`config.mk`:
```
export PLATFORM = sky130hd
export DESIGN_NAME = rv_fanout_fifo
export DESIGN_NICKNAME = d
export VERILOG_FILES = /design/src/rtl/rv_fanout_pkg.sv /design/src/rtl/rv_fanout_served_tracker.sv /design/src/rtl/rv_fanout_fifo.sv
export SDC_FILE = /design/constraint.sdc
export NUM_CORES = 1
export LEC_CHECK = 0
export CAP_MARGIN = 10
export CORE_MARGIN = 2
export CORE_UTILIZATION = 44
export DETAILED_ROUTE_END_ITERATION = 10
export GPL_TIMING_DRIVEN = 0
export PLACE_DENSITY = 0.77
export SYNTH_ARGS = -nofsm -noshare
export SYNTH_HDL_FRONTEND = slang
export SYNTH_HIERARCHICAL = 1
export SYNTH_SLANG_ARGS = --single-unit
export TNS_END_PERCENT = 50
```
`constraint.sdc`:
```
create_clock -name CLK -period 2.8 [get_ports CLK]
set_input_delay 0.56 -clock CLK [delete_from_list [all_inputs] [get_ports CLK]]
set_output_delay 0.56 -clock CLK [all_outputs]
set_load 0.01 [all_outputs]
```
`src/rtl/rv_fanout_pkg.sv`:
```
// Shared defaults and helpers for the rv_fanout_fifo track buffer.
package rv_fanout_pkg;

    localparam int DEFAULT_DATA_WIDTH = 17;
    localparam int DEFAULT_NUM_DEST   = 20;
    localparam int DEFAULT_DEPTH      = 2;
    localparam int STALL_CNT_W        = 16;

    // Pointer width for a power-of-2 depth; never collapses to zero bits.
    function automatic int ptr_w(input int depth);
        return (depth > 1) ? $clog2(depth) : 1;
    endfunction

endpackage

```
`src/rtl/rv_fanout_served_tracker.sv`:
```
// Per-destination served mask for the FIFO head; decides when every
// enabled destination has taken the head word so it can be retired.
module rv_fanout_served_tracker
    import rv_fanout_pkg::*;
#(
    parameter int NUM_DEST = DEFAULT_NUM_DEST
) (
    input  logic                CLK,
    input  logic                ASYNCRESET,
    input  logic [NUM_DEST-1:0] dest_en,
    input  logic [NUM_DEST-1:0] out_ready,
    input  logic                head_valid,
    output logic [NUM_DEST-1:0] out_valid,
    output logic                pop
);

    logic [NUM_DEST-1:0] served_q;
    logic [NUM_DEST-1:0] served_d;
    logic [NUM_DEST-1:0] acc;
    logic [NUM_DEST-1:0] done;

    always_comb begin
        out_valid = {NUM_DEST{head_valid}} & dest_en & ~served_q;
        acc       = out_valid & out_ready;
        // A destination dropped from dest_en stops blocking the head at once.
        done      = ~dest_en | served_q | acc;
        pop       = head_valid & (&done);
        served_d  = served_q | acc;
        if (pop) begin
            served_d = '0;
        end
    end

    always_ff @(posedge CLK or posedge ASYNCRESET) begin
        if (ASYNCRESET) begin
            served_q <= '0;
        end else begin
            served_q <= served_d;
        end
    end

endmodule

```
`src/rtl/rv_fanout_fifo.sv`:
```
// Registered ready-valid fanout buffer for one interconnect track.
// Optional saturating head-stall counter: define RV_FANOUT_FIFO_STALL_CNT_EN.
module rv_fanout_fifo
    import rv_fanout_pkg::*;
#(
    parameter int DATA_WIDTH = DEFAULT_DATA_WIDTH,
    parameter int NUM_DEST   = DEFAULT_NUM_DEST,
    parameter int DEPTH      = DEFAULT_DEPTH
) (
    input  logic                   CLK,
    input  logic                   ASYNCRESET,
`ifdef RV_FANOUT_FIFO_STALL_CNT_EN
    input  logic                   stall_clr,
    output logic [STALL_CNT_W-1:0] stall_count,
`endif
    input  logic [DATA_WIDTH-1:0]  in_data,
    input  logic                   in_valid,
    output logic                   in_ready,
    input  logic [NUM_DEST-1:0]    dest_en,
    output logic [DATA_WIDTH-1:0]  out_data,
    output logic [NUM_DEST-1:0]    out_valid,
    input  logic [NUM_DEST-1:0]    out_ready
);

    localparam int PW = ptr_w(DEPTH);
    localparam int CW = PW + 1;
    localparam logic [CW-1:0] FULL_CNT = CW'(DEPTH);

    logic [DATA_WIDTH-1:0] mem_q [DEPTH];
    logic [DATA_WIDTH-1:0] last_q;
    logic [DATA_WIDTH-1:0] last_d;
    logic [PW-1:0]         rd_ptr_q, rd_ptr_d;
    logic [PW-1:0]         wr_ptr_q, wr_ptr_d;
    logic [CW-1:0]         count_q, count_d;
    logic                  head_valid;
    logic                  push;
    logic                  pop;

    rv_fanout_served_tracker #(
        .NUM_DEST (NUM_DEST)
    ) u_tracker (
        .CLK        (CLK),
        .ASYNCRESET (ASYNCRESET),
        .dest_en    (dest_en),
        .out_ready  (out_ready),
        .head_valid (head_valid),
        .out_valid  (out_valid),
        .pop        (pop)
    );

    // in_ready comes from count_q only, so no ready path crosses the track.
    always_comb begin
        head_valid = (count_q != '0);
        in_ready   = (count_q != FULL_CNT);
        push       = in_valid & in_ready;
        out_data   = head_valid ? mem_q[rd_ptr_q] : last_q;

        rd_ptr_d = rd_ptr_q;
        wr_ptr_d = wr_ptr_q;
        count_d  = count_q;
        last_d   = last_q;
        if (push) begin
            wr_ptr_d = wr_ptr_q + PW'(1);
        end
        if (pop) begin
            rd_ptr_d = rd_ptr_q + PW'(1);
            last_d   = mem_q[rd_ptr_q];
        end
        case ({push, pop})
            2'b10:   count_d = count_q + CW'(1);
            2'b01:   count_d = count_q - CW'(1);
            default: count_d = count_q;
        endcase
    end

    always_ff @(posedge CLK or posedge ASYNCRESET) begin
        if (ASYNCRESET) begin
            for (int i = 0; i < DEPTH; i++) begin
                mem_q[i] <= '0;
            end
            last_q   <= '0;
            rd_ptr_q <= '0;
            wr_ptr_q <= '0;
            count_q  <= '0;
        end else begin
            if (push) begin
                mem_q[wr_ptr_q] <= in_data;
            end
            last_q   <= last_d;
            rd_ptr_q <= rd_ptr_d;
            wr_ptr_q <= wr_ptr_d;
            count_q  <= count_d;
        end
    end

`ifdef RV_FANOUT_FIFO_STALL_CNT_EN
    logic [STALL_CNT_W-1:0] stall_cnt_q, stall_cnt_d;

    always_comb begin
        stall_cnt_d = stall_cnt_q;
        if (stall_clr) begin
            stall_cnt_d = '0;
        end else if (head_valid && !pop && (stall_cnt_q != '1)) begin
            stall_cnt_d = stall_cnt_q + STALL_CNT_W'(1);
        end
    end

    always_ff @(posedge CLK or posedge ASYNCRESET) begin
        if (ASYNCRESET) begin
            stall_cnt_q <= '0;
        end else begin
            stall_cnt_q <= stall_cnt_d;
        end
    end

    assign stall_count = stall_cnt_q;
`endif

endmodule

```
==> impl.org, run 1 <==
** Setup path
- Critical Path End Type :: primary output
- Cells on worst reg2reg path :: 10
- Among cell families on the critical path, the largest total delay comes from buffers and inverters.
- Cell chain of the critical path :: or2_4, buf_4, buf_6, inv_6, nor3b_1, clkdlybuf4s50_1
- In this run the worst setup path begins at count_q[0]$_DFFE_PP0P_.
- WS Path Type :: flop to primary output
- On the critical path, the stage with the largest delay is an instance of clkdlybuf4s50_1.
- CP max FO :: 10
- Max stage delay on crit path :: 590 ps
- Launching element type of the critical path :: flop
- CP Depth :: 6
- The setup check on the worst reg-to-reg path leaves a slack of 230 ps.
- For the worst setup path, the data arrival time is 2140 ps.
- Number of buffers and inverters on the critical path :: 4
- Worst Path Required :: 2240 ps
- Reg2reg start :: count_q[0]$_DFFE_PP0P_
- In this run the critical register-to-register path is captured at last_q[7]$_DFFE_PP0P_.

** Floorplanning
- From bottom edge to top edge, the die measures 95.2 um.
- Area of the core :: 8130 um2
- The die covers 9070 um2.
- Boundary pin count :: 98
- FP Rows :: 33
- Starting utilization of the core area :: 0.450
- Die width :: 95.2 um

** STA
- Pin slew with the least headroom to its limit :: 752 ps
- Final period utilization :: 0.964
- Setup violations remaining at the end of the flow were counted as 0.
- Maximum frequency from static timing analysis :: 370 MHz
- Clock skew on the completed layout was measured at 11.6 ps.
- Count of final max-slew check failures :: 0
- Headroom to the max-slew limit came out at 0.498.
- After layout, the minimum clock period comes to 2700 ps.
- After layout, the worst setup slack is 99.9 ps.
- The number of failing hold endpoints at the final stage is 0.

** Final layout
- Leaving out fill and tap cells, the most frequent cell in the layout is clkdlybuf4s50_1.
- The number of antenna diodes in the final layout is 0.
- Once layout is complete, the cells apart from fillers number 544.
- The filler cells instantiated in the layout total 650.
- Of the cells placed in the final design, the portion with a size suffix greater than 1 is 0.198.
- Final layout net count :: 495
- Registers take 1880 um2.
- Most frequent cells in the layout :: 83 x clkdlybuf4s50_1, 75 x dfrtp_1, 54 x a21oi_1, 42 x nor2_1, 22 x a31oi_1
- Synthesis-to-finish area growth :: 40.1%
- Multi-input gate area :: 1650 um2
- With fillers left out, the area of the finished cells amounts to 5130 um2.
- Final core occ :: 0.631

** Drt
- Violation count after the first detailed-route iteration :: 150
- Final Routed Wirelength :: 9210 um
- Detail Route Antenna Nets :: 0
- Post-detailed-route wirelength per cell :: 16.9 um
- Remaining DRCs :: 0
- Post-DR vias/cell :: 5.39
- Total vias in the final route :: 2932
- The first TritonRoute pass finished after 4 iterations.

** Placement
- Number of buffers inserted by port buffering :: 97
- Prior to clock tree synthesis, the placed netlist has a worst setup slack of -798 ps.
- The congestion estimate from routability-driven global placement came to 0.788.
- Cell total after placement :: 527
- Placed cell areas :: 4780 um2
- Once detailed placement completed, the half-perimeter wirelength came to 6500 um.

** Clocking
- After clock tree synthesis, the clock-pin slew on the worst setup and hold paths is 70 ps.
- TritonCTS built the clock tree.
- Number of buffers added by the clock tree synthesis step :: 9
- Skew-Pair Late Insertion Delay :: 340 ps
- The longest clock path from root to sink contains 2 buffers.
- The H-tree was split into 3 levels.
- CTS placed an instance of clkbuf_8 at the clock tree root.
- Num Clock Sinks :: 75

** Global route
- Global Route Usage Sum :: 0.210
- The via count of the first global-routing pass is 2950.
- The first global-routing pass estimated 14600 um of wire.
- Summed over all layers, the global routing overflow is 0.
- The initial antenna violation count came to 0.
- Pin count of the biggest net entering global routing :: 33

** Power and ir drop
- Power per cell area :: 1210 nW/um2
- Max rail drop VDD :: 0.671 mV
- Lkg Pwr :: 2.33 nW

** Synthesis
- Post-synthesis sequential area ratio :: 0.513
- Leading post-synthesis cells by cell area :: dfrtp_1 51%, mux2_4 8.2%, a21oi_1 7.4%
- Total nets after synthesis :: 385
- Counting flops and latches in the post-synthesis netlist gives 75.
- During synthesis, Yosys emitted a total of 6 warnings.
- The mapped netlist covers 3660 um2.
- The netlist uses 34 different library cells.
- Cell type with the largest total area after synthesis :: dfrtp_1
- Synthesized netlist cell count :: 324
- The average instance in the mapped netlist occupies 11.3 um2.
- Of the post-synthesis cell area, the dominant cell type holds 0.513.

** Hold path
- The path with the worst hold slack has its endpoint at wr_ptr_q$_DFFE_PP0P_.
- In this run the worst hold path is classified as flop to flop.
- Along the worst hold path, the cell count comes to 1.
- Hold_sp :: wr_ptr_q$_DFFE_PP0P_

** Flow run
- Number of maximum-capacitance violations :: 0

** Status
- Result of the run :: completed
-- final cells by class --
type,instances,share of cell area
sequential,75,0.366
multi-input combinational,222,0.321
timing repair buffer,100,0.200
buffer,21,0.0385
clock buffer,12,0.0302
tap,105,0.0256
clock inverter,4,0.0141
inverter,5,0.00463
-- power by group --
group          switching (W)  leakage, nW  internal, W
Sequential          0.000325        0.863      0.00165
Clock               0.000387        0.113     0.000550
Combinational        0.00156         1.35      0.00174
-- metrics by stage --
stage / power [W] / setup TNS, ps / hold slack, ps
5_1_grt: 0.00661 / -9.49 / 522
3_5_place_dp: 0.00517 / -17070 / 486
3_3_place_gp: 0.00506 / -19140 / 467
4_1_cts: 0.00622 / 0 / 500
6_report: 0.00621 / 0 / 493
2_1_floorplan: 0.00391 / 0 / 452
-- timing repair --
item,CTS,global route
hold buffers,0,0
resized for setup,21,20
pin swaps,0,1
setup endpoints to repair,72,33
buffers inserted,2,0
-- worst max path at each step --
stage | slack [ps] | endpoint
CTS | 30 | out_valid[18]
global placement | -670 | last_q[1]$_DFFE_PP0P_
global route | -9 | out_data[16]
finish | 100 | out_valid[4]
floorplan | 40 | last_q[10]$_DFFE_PP0P_
detailed placement | -800 | last_q[2]$_DFFE_PP0P_
-- synth_stat cells, drive strengths merged --
| cell | n |
|---|---|
| dfrtp | 75 |
| a21oi | 54 |
| nor2 | 42 |
| mux2 | 34 |
| a31oi | 22 |
| nor3b | 22 |
| mux2i | 17 |
| buf | 15 |
| clkbuf | 7 |
| nand2b | 7 |
| inv | 5 |
| and3 | 3 |
| nand2 | 3 |
| xnor2 | 3 |
| nor4 | 2 |
| o22ai | 2 |
| xor2 | 2 |
| a2111oi | 1 |
| a211oi | 1 |
| a31o | 1 |
| and3b | 1 |
| ha | 1 |
| nor3 | 1 |
| nor4b | 1 |
| or2 | 1 |
| or4 | 1 |
-- layer usage --
metal | up-vias | routed length, um | part of all wire | global-route usage
met4 | 0 | 131 | 0.014 | 0.0785
met3 | 10 | 494 | 0.054 | 0.0332
met1 | 1457 | 4060 | 0.44 | 0.277
li1 | 1383 | - | - | -
met2 | 82 | 4530 | 0.49 | 0.348
met5 | - | 0 | 0 | 0
-- flip-flops by register name (all words and copies together), names as in the netlist --
signal / cells
mem_q: 34
u_tracker/served_q: 20
wr_ptr_q: 1
rd_ptr_q: 1
count_q: 2
last_q: 17
-- cells by family after synthesis --
| logic type | share of synthesized area |
|---|---|
| simple gates | 0.129 |
| compound gates | 0.122 |
| flops | 0.513 |
| mux | 0.172 |
| buf+inv | 0.0499 |
| xor+xnor | 0.0120 |
| fa+ha+maj | 0.00342 |
-- worst reg2reg max path, delay by kind of cell, from the launching register on --
kind                   cells  cell delay, ps
AO/OA/AOI/OAI              3             810
buffers and inverters      4             810
flip-flops                 1             360
AND/OR/NAND/NOR            3             510
(Power assumes the default switching activity.)
==> run 2, diff against run 1 <==
- CTS_CLUSTER_SIZE: not set -> 24
==> results of run 2 <==
The final DEF is identical to that of run 1; final timing and power are the same.
==> RTL change 1: new RTL, config.mk and constraints of run 2 <==
`DEFAULT_DEPTH`: 2 -> 8.
--- a/src/rtl/rv_fanout_pkg.sv
+++ b/src/rtl/rv_fanout_pkg.sv
@@ -5,3 +5,3 @@
     localparam int DEFAULT_NUM_DEST   = 20;
-    localparam int DEFAULT_DEPTH      = 2;
+    localparam int DEFAULT_DEPTH      = 8;
     localparam int STALL_CNT_W        = 16;
Function: changed (Yosys sat finds a counterexample within 4 cycles, from zero or initial values and one cycle with ASYNCRESET high).
==> RTL change 1 against run 2 <==
  * The run now ends with setup timing left
  * Sequential cell count rose by 108
  * Area after synthesis rose by 140%
  * Setup slack got worse by 110 ps
  * Register-to-register slack got worse by 240 ps
  * Routed wire length rose by 140%
  * First-iteration DRC count rose to 2.8 times the old value
  * Total power rose by 130%
  * Worst hold slack improved by 6.1 ps
  * Final area rose by 120%
  * Final cell count rose by 100%
==> RTL change 1: results <==
{
  "syn-num-nets": 739,
  "stdcell_count": 1091,
  "dp_hpwl_um": 14700,
  "cts_root_buf": "clkbuf_16",
  "pg_comb_mw": 6.97,
  "synth_fa_ha_area_frac": 0.00710,
  "p_seq_mw": 4.79,
  "critPathSlowestCell": "dfrtp_2",
  "p_sw_frac": 0.354,
  "p_leak_nw": 5.11,
  "grt_pass1_vias": 6454,
  "grt_max_degree": 39,
  "fin_ws_ps": -9.66,
  "status": "finished, violations left",
  "syn_inst": 674,
  "post_dp_cell_area_mm2": 0.0102,
  "synth.area.top_cells": "dfrtp_1 (52%), mux2_2 (19%), mux2i_1 (5.8%)",
  "cts.repair.resized": 148,
  "power.switching_mw": 4.98,
  "drtIter0Drc": 416,
  "ff2ff_path_depth": 15,
  "cts_buffers": 17,
  "holdPathEnd": "mem_q[8]$_DFFE_PP0P_",
  "setup-violations-final": 1,
  "crit_start": "count_q[2]$_DFFE_PP0P_",
  "ir_drop_mv": 0.607,
  "fillers": 1543,
  "yosys-mux-area-fraction": 0.286,
  "vias": 6106,
  "worstSkewPairLatency_ps": 430,
  "grt_pass1_wl_um": 34700,
  "postCtsSetupRepairBufs": 12,
  "violations": "setup timing",
  "nets": 882,
  "fin_setup_tns_ps": -9.66,
  "synthTopCellsByCount": "dfrtp_1 (183), mux2_2 (152), mux2i_1 (51)",
  "gr-usage-all-layers": 0.208,
  "worstMarginPinSlew_ps": 814,
  "crit_path_max_incr_delay_ps": 420,
  "post-place-ws_ps": -816,
  "drive_above_1_share": 0.404,
  "fin_skew_ps": 5.90,
  "hold_start": "mem_q[8]$_DFFE_PP0P_",
  "setup.worst_path.class": "flop to flop",
  "whs_ps": 499,
  "largest_registers": "mem_q x136, u_tracker/served_q x20, last_q x17"
}
RTL change 1: cell count changes in the layout (fill, tap and decap cells not counted), moves of 16 or more:
cell	change
a21oi_1	-35
a221o_1	+17
buf_2	+18
buf_4	+19
clkbuf_16	+16
clkdlybuf4s50_1	-23
dfrtp_1	+102
inv_1	+17
mux2_2	+134
mux2i_1	+34
nand2_1	+21
nor2_1	-33
RTL change 1: per-layer routing:
layer,up-vias,global-route usage,part of all wire
met2,184,0.345,0.49
met5,-,0,0
met3,43,0.0439,0.042
li1,2770,-,-
met1,3109,0.269,0.44
met4,0,0.0819,0.023
RTL change 1: layout make-up:
class	instances	area [µm²]	area share
plain buffers	37	344	0.0304
clock buffers	25	526	0.0464
clock inverters	3	40.0	0.00354
inverters	24	109	0.00962
multi-input cells	426	4170	0.369
flip-flops and latches	183	4590	0.405
well taps	265	332	0.0293
repair buffers	128	1210	0.107
==> RTL change 2: new RTL, flow settings as in run 2 <==
Without the edit above. The option `RV_FANOUT_FIFO_STALL_CNT_EN` is turned on by a define.
--- a/src/rtl/rv_fanout_fifo.sv
+++ b/src/rtl/rv_fanout_fifo.sv
@@ -2,2 +2,4 @@
 // Optional saturating head-stall counter: define RV_FANOUT_FIFO_STALL_CNT_EN.
+`define RV_FANOUT_FIFO_STALL_CNT_EN
+
 module rv_fanout_fifo
Ports: changed (added stall_clr and stall_count); port bits go from 98 to 115. The function was not compared with the original's and may differ.
==> RTL change 2 against run 2 <==
  * Critical path depth increased by 4
  * Sequential cell count increased by 16
  * Setup slack got worse by 40 ps
  * Area after synthesis is 22% higher
  * Sequential power rose by 13%
  * Total power is 5.8% higher
  * Final area up 22%
  * Via count increased by 33%
  * Routed wire length rose by 31%
  * Critical path type is now primary input to flop
  * Largest cell class unchanged
==> RTL change 2: results <==
{
  "cts.repair.resized": 32,
  "grt_pass1_wl_um": 19200,
  "critPathSlowestCell": "or4_4",
  "cts_root_buf": "clkbuf_8",
  "whs_ps": 502,
  "io_buffers": 114,
  "met2_usage": 0.377,
  "clk_pin_slew_ps": 90,
  "synth.avg_cell_area_um2": 10.5,
  "drtIter0Drc": 199,
  "p_seq_mw": 2.23,
  "post-place-ws_ps": -819,
  "num-clock-buffers": 10,
  "synthTopCellsByCount": "dfrtp_1 (91), a21oi_1 (65), nor2_1 (47)",
  "drt_pass1_iterations": 5,
  "met1_usage": 0.272,
  "routedWlPerCell_um": 17.3,
  "syn-num-nets": 487,
  "nets": 624,
  "seqCellArea_mm2": 0.00228,
  "clock.fmax_ghz": 0.365,
  "multi_input_cells": 301,
  "ys_types": 41,
  "dr_wl_met2_um": 6130,
  "cts.sinks": 91,
  "grt_util_met3": 0.0437,
  "layout.nonclk_buf_frac": 0.234,
  "hold_start": "mem_q[4]$_DFFE_PP0P_",
  "synth-async-reset-ratio": 1.00,
  "regToRegSetupSlack_ps": 90,
  "routed_wl_um": 12100,
  "status": "completed",
  "inverters_excl_clock": 8,
  "nonClockBufferCount": 150,
  "power_mw": 6.57,
  "fin_skew_ps": 9.82,
  "wl_met3_um": 692,
  "crit_path_max_incr_delay_ps": 560,
  "intPower_mw": 4.08,
  "worstSkewPairLatency_ps": 350,
  "post_dp_cell_area_mm2": 0.00576,
  "crit_family": "simple AND/OR/NAND/NOR gates",
  "multi_input_area_share": 0.336,
  "ys_seq_area_frac": 0.512,
  "power_per_cell_area_mw_per_mm2": 1050,
  "gp_congestion": 0.867,
  "pg_comb_mw": 3.42,
  "postCtsSetupRepairBufs": 3,
  "ir_drop_mv": 0.933,
  "dp_hpwl_um": 8530,
  "crit_start": "out_ready[5]",
  "p_leak_nw": 2.56,
  "slew-limit-headroom": 0.421,
  "gr-usage-all-layers": 0.217,
  "dpl.cell_count": 671,
  "routedLengthMet1_um": 5070,
  "critPathMaxFanout": 5
}
[RTL change 2: cell count changes after synthesis, moves of 5 or more]
cell	run 2	this run
a21oi_1	54	65
nor2_1	42	47
nand3_1	0	8
dfrtp_1	75	91
mux2_4	20	0
mux2_2	14	25
nand2_1	3	10
mux2_1	0	13
o31ai_1	0	7
nand4_1	0	6
or4_1	0	8
[RTL change 2: path summary, 6_finish.rpt]
check	end	depth (start not counted)
worst max register to register	stall_count[7]$_DFFE_PP0P_	11
worst max-delay path	count_q[1]$_DFFE_PP0P_	10
max in group asynchronous	count_q[0]$_DFFE_PP0P_	2
worst min register to register	mem_q[4]$_DFFE_PP0P_	1
worst min-delay path	mem_q[4]$_DFFE_PP0P_	1
min in group asynchronous	u_tracker/served_q[4]$_DFF_PP0_	2
[RTL change 2: logic make-up after synthesis]
logic type      synth area share
mux                        0.134
xor+xnor                 0.00984
flops                      0.512
buf+inv                   0.0371
simple gates               0.172
fa+ha+maj                0.00562
compound gates             0.129
